[src/rtl/esn_pkg.sv]
// Shared constants, readout FSM encoding and helpers for the integer echo state network.
package esn_pkg;

  localparam int STATE_W_DFLT  = 8;
  localparam int WEIGHT_W_DFLT = 8;
  localparam int ACC_W_DFLT    = 24;
  localparam int OUT_W_DFLT    = 16;

  typedef enum logic [3:0] {
    IDLE  = 4'b0001,
    RUN   = 4'b0010,
    DRAIN = 4'b0100,
    DONE  = 4'b1000
  } readoutState_t;

  // Address width for n entries, never below one bit.
  function automatic int clog2Min1(input int n);
    int w;
    w = 0;
    while ((1 << w) < n) w++;
    return (w < 1) ? 1 : w;
  endfunction

endpackage

[src/rtl/esn_sat_shift.sv]
// Arithmetic right shift followed by saturation to a signed OUT_W result.
module esn_sat_shift #(
  parameter int ACC_W = 24,
  parameter int SHIFT = 8,
  parameter int OUT_W = 16
) (
  input  logic signed [ACC_W-1:0] iAcc,
  output logic signed [OUT_W-1:0] oSat
);

  localparam logic signed [ACC_W-1:0] MAX_V = ACC_W'((64'sd1 <<< (OUT_W - 1)) - 64'sd1);
  localparam logic signed [ACC_W-1:0] MIN_V = -MAX_V - ACC_W'(1);

  logic signed [ACC_W-1:0] shifted;

  always_comb begin
    // >>> on a signed operand floors toward minus infinity
    shifted = iAcc >>> SHIFT;
    if (shifted > MAX_V)
      oSat = MAX_V[OUT_W-1:0];
    else if (shifted < MIN_V)
      oSat = MIN_V[OUT_W-1:0];
    else
      oSat = shifted[OUT_W-1:0];
  end

endmodule

[src/rtl/esn_readout.sv]
// Readout stage: dot product of reservoir state with output weights, scaled and saturated,
// started by a rising edge of the handler enable and acknowledged with a one-cycle ready pulse.
module esn_readout
  import esn_pkg::*;
#(
  parameter int N_NEURONS = 16,
  parameter int STATE_W   = STATE_W_DFLT,
  parameter int WEIGHT_W  = WEIGHT_W_DFLT,
  parameter int ACC_W     = ACC_W_DFLT,
  parameter int SHIFT     = 8,
  parameter int OUT_W     = OUT_W_DFLT,
  parameter int ADDR_W    = clog2Min1(N_NEURONS)
) (
  input  logic                       iClk,
  input  logic                       iRst_n,
  input  logic                       iEn,
  output logic        [ADDR_W-1:0]   oStateAddr,
  input  logic signed [STATE_W-1:0]  iStateData,
  output logic        [ADDR_W-1:0]   oWeightAddr,
  input  logic signed [WEIGHT_W-1:0] iWeightData,
  output logic signed [OUT_W-1:0]    oResult,
  output logic                       oIntRdy,
  output logic                       oBusy
);

  localparam logic [ADDR_W-1:0] LAST_ADDR = ADDR_W'(N_NEURONS - 1);

  readoutState_t state;
  logic enPrev;
  logic dataValid;
  logic signed [ACC_W-1:0] acc;
  logic signed [STATE_W+WEIGHT_W-1:0] product;
  logic signed [ACC_W-1:0] productExt;
  logic signed [OUT_W-1:0] satValue;

  assign product     = iStateData * iWeightData;
  assign productExt  = ACC_W'(product);
  assign oWeightAddr = oStateAddr;

  esn_sat_shift #(
    .ACC_W(ACC_W),
    .SHIFT(SHIFT),
    .OUT_W(OUT_W)
  ) uSatShift (
    .iAcc(acc),
    .oSat(satValue)
  );

  always_ff @(posedge iClk) begin
    if (!iRst_n) begin
      state      <= IDLE;
      enPrev     <= 1'b0;
      dataValid  <= 1'b0;
      acc        <= '0;
      oStateAddr <= '0;
      oResult    <= '0;
      oIntRdy    <= 1'b0;
      oBusy      <= 1'b0;
    end else begin
      enPrev  <= iEn;
      oIntRdy <= 1'b0;
      unique case (state)
        IDLE: begin
          // Only a fresh rise starts; the handler lingers high after completion.
          if (iEn && !enPrev) begin
            acc        <= '0;
            oStateAddr <= '0;
            dataValid  <= 1'b0;
            oBusy      <= 1'b1;
            state      <= RUN;
          end
        end
        RUN: begin
          if (!iEn) begin
            dataValid <= 1'b0;
            oBusy     <= 1'b0;
            state     <= IDLE;
          end else begin
            if (dataValid) acc <= acc + productExt;
            dataValid <= 1'b1;
            if (oStateAddr == LAST_ADDR)
              state <= DRAIN;
            else
              oStateAddr <= oStateAddr + ADDR_W'(1);
          end
        end
        DRAIN: begin
          dataValid <= 1'b0;
          if (!iEn) begin
            oBusy <= 1'b0;
            state <= IDLE;
          end else begin
            acc   <= acc + productExt;
            state <= DONE;
          end
        end
        DONE: begin
          oResult <= satValue;
          oIntRdy <= 1'b1;
          oBusy   <= 1'b0;
          state   <= IDLE;
        end
        default: begin
          oBusy <= 1'b0;
          state <= IDLE;
        end
      endcase
    end
  end

endmodule

[config.mk]
export PLATFORM = sky130hd
export DESIGN_NAME = esn_readout
export DESIGN_NICKNAME = d
export VERILOG_FILES = /design/src/rtl/esn_pkg.sv /design/src/rtl/esn_sat_shift.sv /design/src/rtl/esn_readout.sv
export SDC_FILE = /design/constraint.sdc
export NUM_CORES = 1
export LEC_CHECK = 0
export CAP_MARGIN = 30
export CORE_UTILIZATION = 60
export CTS_CLUSTER_DIAMETER = 150
export DETAILED_ROUTE_END_ITERATION = 6
export DONT_BUFFER_PORTS = 1
export GPL_TIMING_DRIVEN = 0
export PLACE_DENSITY_LB_ADDON = 0.2
export REMOVE_ABC_BUFFERS = 1
export SLEW_MARGIN = 10
export SYNTH_ARGS = -nofsm -noshare
export SYNTH_HDL_FRONTEND = slang
export SYNTH_HIERARCHICAL = 1
export SYNTH_SLANG_ARGS = --single-unit
[constraint.sdc]
create_clock -name iClk -period 15.9 [get_ports iClk]
set_clock_uncertainty 0.15 [all_clocks]
set_input_delay 3.18 -clock iClk [delete_from_list [all_inputs] [get_ports iClk]]
set_output_delay 3.18 -clock iClk [all_outputs]
set_load 0.02 [all_outputs]
# [Yosys cells after proc, flatten, opt, wreduce, memory -nomap -nowiden]
# Cells that the tools add are included.
[word_totals] inputBits=19 regBits=52 word_cells=58
[classes] n_eq_ne=12 add_sub_neg=2 reduce_logical=10 multipliers=1 n_lt_le_gt_ge=2 n_mux=23
[op_table] operator="$mux W24" count=4
[op_table] operator="$pmux W24 S3" count=1
[op_table] operator="$mux W16" count=2
[op_table] operator="$mux W4" count=7
[op_table] operator="$add A24 B16 Y24" count=1
[op_table] operator="$gt A16 B16 Y1 const B" count=1
[op_table] operator="$lt A16 B16 Y1 const B" count=1
[op_table] operator="$mul A8 B8 Y16" count=1
[op_table] operator="$ne A2 B2 Y1 const B" count=6
[op_table] operator="$pmux W4 S3" count=1
[op_table] operator="$eq A4 B4 Y1 const B" count=2
[op_table] operator="$pmux W4 S2" count=1
[op_table] operator="$reduce_and A2 Y1" count=3
[op_table] operator="$mux W1" count=5
[op_table] operator="$reduce_and A5 Y1" count=1
[op_table] operator="$add A4 B1 Y4 const B" count=1
[op_table] operator="$eq A4 B1 Y1 const B" count=1
[op_table] operator="$eq A4 B2 Y1 const B" count=1
[op_table] operator="$eq A4 B3 Y1 const B" count=1
[op_table] operator="$reduce_and A4 Y1" count=1
[op_table] operator="$ne A3 B3 Y1 const B" count=1
[op_table] operator="$pmux W1 S3" count=1
[op_table] operator="$reduce_bool A3 Y1" count=1
[op_table] operator="$pmux W1 S2" count=1
[op_table] operator="other kinds (4)" count=4

# [Depth between registers and ports, before layout]
[logic_depth] depth_word=5 ltp_mapped=20

# [Cells and area by module]
# Netlist, hierarchy kept.
[modules_own_cells] module="esn_readout" cells_each=659 instances=1 area_per_inst_um2=6281.0 seq_area_each_um2=1041.0
[modules_own_cells] module="esn_sat_shift" cells_each=16 instances=1 area_per_inst_um2=60.1 seq_area_each_um2=0.0

# [Least setup slack after synthesis]
# Ideal clock, no wire load.
[synth_path] path_kind="input -> register" start="input iWeightData[1]" end="register acc[23]" required_time_ps=15632 path_slack_ps=7632 arrival_time_ps=8000 setup_ps=118 stages=17 cell_sequence="clkbuf_1 > and2_1 > fa_1 > inv_1 > fa_1 > inv_1 > fa_1 > fa_1 > ha_1 > ha_1 > a211o_1 > a21oi_4 > nand4_4 > a31oi_4 > o221ai_2 > xnor2_1 > o21ai_1"
[synth_via] elab_chain_len=5 elab_cells_between_ends=6 cone_classes="add/sub: 1; mul: 1; mux: 4"
[synth_lines] element="start: declaration" line="esn_readout.sv:20" rtl="input logic signed [WEIGHT_W-1:0] iWeightData,"
[synth_lines] element="$mul A8 B8 Y16 *" line="esn_readout.sv:36" rtl="assign product = iStateData * iWeightData;"
[synth_lines] element="$add A24 B16 Y24 *" line="esn_readout.sv:79, esn_readout.sv:93"
[synth_lines] element="$mux W24" line="esn_readout.sv:79" rtl="if (dataValid) acc <= acc + productExt;"
[synth_lines] element="$mux W24" line="esn_readout.sv:74" rtl="if (!iEn) begin"
[synth_lines] element="$pmux W24 S3 *" line="esn_readout.sv:62" rtl="unique case (state)"
[synth_lines] element="end signal: assignment" line="esn_readout.sv:79"
[synth_lines] element="end signal: assignment" line="esn_readout.sv:93" rtl="acc <= acc + productExt;"
[synth_lines] element="end: declaration" line="esn_readout.sv:31" rtl="logic signed [ACC_W-1:0] acc;"
# Every way passes the cells marked *; elsewhere a longest branch is shown, timed or not. The select of a mux whose other input is x is not followed.
# A chain may end at the register's enable or synchronous reset.

# [Worst setup path in the final report]
[layout_path] start="input iWeightData[2]" end="register acc[23]"
# Same word-level chain as after synthesis.

==> flow_metrics.py <==
metrics = {
    "timing": {
        "setup_viol": 0,
        "slew_headroom": 0.565,
        "tns_ps": 0,
        "hold_ws_ps": 369,
        "tightestPinTransition_ps": 653,
        "fmaxAchievable_mhz": 126,
        "hold_viol": 0,
        "fin_crit_ps": 7910,
        "maxSlewViolCount": 0,
        "period_share": 0.498,
        "rsz0062_at_grt": "false",
    },
    "cts": {
        "path_clk_slew_ps": 90,
        "clk_path_buf_depth": 2,
        "cts-hold-fix-buffers": 0,
        "htree_levels": 2,
        "cts_tree": "done",
        "clock_latency_ps": 300,
        "cts.sinks": 52,
        "cts_setup_buffers": 0,
        "cts_resized": 0,
        "cts_buffers": 5,
        "ctsRootBufferMaster": "clkbuf_8",
    },
    "routing": {
        "wl_um": 12500,
        "dr.pass1.iters": 4,
        "drt_iter0_markers": 141,
        "vias": 4358,
        "route.detailed.drc": 0,
        "ant_nets": 0,
        "vias_per_cell": 5.55,
        "wire_per_inst_um": 15.9,
    },
    "final_layout": {
        "seq_area_um2": 1040,
        "n_antenna_cell": 0,
        "final_layout_size_suffix_gt1_frac": 0.0354,
        "stdcell_area_um2": 6460,
        "nets": 827,
        "area_delta_synth_final_pct": 1.93,
        "multiInputGateArea_um2": 4710,
        "fillers": 911,
        "utilization": 0.629,
    },
    "synthesis": {
        "synth_cells": 675,
        "synth-compound-area-share": 0.119,
        "synth_flop_cell": "dfxtp_1",
        "yosysSeqAreaShare": 0.164,
        "ys_top_cells_by_area": "fa_1 (33%), dfxtp_1 (16%), ha_1 (11%)",
        "synth-seq-cells": 52,
        "synth.most_common_cell": "inv_1",
        "synth-simple-area-share": 0.149,
        "synth_top_family_by_area": "adder cells",
        "syn_avg_cell_area_um2": 9.39,
        "synth_edf_count": 0,
        "synth_area_um2": 6340,
        "synth_top_area_cell": "fa_1",
        "ys_types": 60,
        "yosys_warnings": 6,
        "synthAdderAreaFrac": 0.437,
        "synth_commonest_cells": "inv_1 (111), fa_1 (104), nand2_1 (72)",
        "synth_top_area_share": 0.328,
        "async_flop_share": 0,
        "synth_xor_xnor_area_share": 0.0331,
        "synth_mux_area_frac": 0.00474,
    },
    "grt": {
        "grt_overflow_total": 0,
        "grt_max_degree": 35,
        "track_usage": 0.249,
        "grt_pass1_vias": 4667,
        "grt_pass1_wl_um": 22000,
        "antenna_found_initial": 0,
    },
    "pwr": {
        "total_power_mw": 0.995,
        "powerDensity_nw_per_um2": 154,
        "p_leak_nw": 2.99,
        "vdd_drop_max_uv": 143,
    },
    "worst_setup_path": {
        "cp_max_fo": 8,
        "crit_chain": "nand2_1, inv_1, fa_1, inv_1, fa_1, inv_1, fa_1, fa_1, ha_1, ha_1, a211o_1, a21oi_4, nand4_4, a31oi_4, o221ai_2, xnor2_1, o21ai_1",
        "worstPathArrival_ps": 7960,
        "slowest_delay_ps": 610,
        "cp_common_cell": "fa_1",
        "start_kind": "input port",
        "crit_path_top_delay_cell": "fa_1",
        "worstSetupPathType": "in -> reg",
        "required_ps": 15950,
        "worst_setup_path_end_kind": "register",
    },
    "floorplan": {
        "initial_core_util": 0.617,
        "io_pins": 45,
        "die_x_um": 105,
        "core-area_um2": 10300,
        "die_h_um": 105,
        "die_area_um2": 11000,
        "rows": 37,
    },
    "worst_hold_path": {
        "holdCritPathClass": "reg -> reg",
    },
    "placed_design": {
        "placed_cell_area_um2": 6360,
        "place_congestion": 0.883,
        "place_hpwl_um": 10400,
        "io_buffers": 0,
    },
    "outcome": {
        "status": "complete, no violations",
    },
    "flow_run": {
        "drv_cap": 0,
    },
}
## worst paths after layout
check,start,endpoint,slack [ps],cells after the start
worst min-delay path,acc[23]$_SDFFE_PN0P_,acc[23]$_SDFFE_PN0P_,370,2
worst min register to register,acc[23]$_SDFFE_PN0P_,acc[23]$_SDFFE_PN0P_,370,2
worst max-delay path,iWeightData[2],acc[23]$_SDFFE_PN0P_,7990,17
worst max register to register,acc[6]$_SDFFE_PN0P_,acc[23]$_SDFFE_PN0P_,10980,17
## registers in the layout (all words and copies together) (netlist names)
| name | cells |
|---|---|
| oStateAddr | 4 |
| state | 4 |
| oBusy | 1 |
| oResult | 16 |
| enPrev | 1 |
| acc | 24 |
| dataValid | 1 |
| oIntRdy | 1 |
## report_power, final
group	switching [mW]	total, mW	internal, mW
Combinational	0.456	0.782	0.325
Clock	0.0430	0.0778	0.0348
Sequential	0.00338	0.135	0.132
## critical path: cells and delay by family
kind,cells,cell delay (ps)
XOR/XNOR,1,200
buffers and inverters,3,570
AO/OA/AOI/OAI,5,1030
AND/OR/NAND/NOR,2,290
adder cells (fa/ha/maj),6,2680
## placed cells by master, fill, tap and decap left out, drive strengths merged, types with 3 or more instances in the layout
cell type  Yosys  final
nand3          9      9
a21boi        13     13
nor2          30     30
fa           104    104
nor2b         14     14
nand2b         7      7
and3           3      3
dfxtp         52     52
a21oi         23     23
nand4          4      4
clkbuf        25      6
o211ai         4      4
nand2         73     73
nor3           4      4
xnor2         14     14
xor2          10     10
a22oi         13     13
o21ai         16     16
ha            55     55
and2          41     41
inv          111    111
a31oi          7      7
o21a           3      3
mux2i          3      3
a21o           3      3
## final cells by class
type / count / share of cell area
inverters: 112 / 0.0650
repair buffers: 2 / 0.00465
flip-flops and latches: 52 / 0.161
clock buffers: 6 / 0.0128
well taps: 136 / 0.0263
clock inverters: 1 / 0.00136
multi-input cells: 476 / 0.729
## cell families after synthesis
family	after synthesis
DFF	52
AOI/OAI and AO/OA	101
adders and majority gates	159
buffers and inverters	147
xor gates and xnor gates	24
and+or+nand+nor	189
muxes	3
## metal layers
layer / track usage / share of wire / up-vias
met4: 0.0604 / 0.020 / 0
met1: 0.313 / 0.42 / 2176
met3: 0.0349 / 0.032 / 25
li1: - / - / 2077
met5: 0 / 0 / -
met2: 0.450 / 0.53 / 80
## metrics by stage
step                setup WS, ps  instances
floorplan                   7770        640
global placement            7340        776
detailed placement          7210        777
CTS                         7520        784
global route                7690        785
finish                      7990        785
Note: power is estimated with default switching activity, not from simulation.
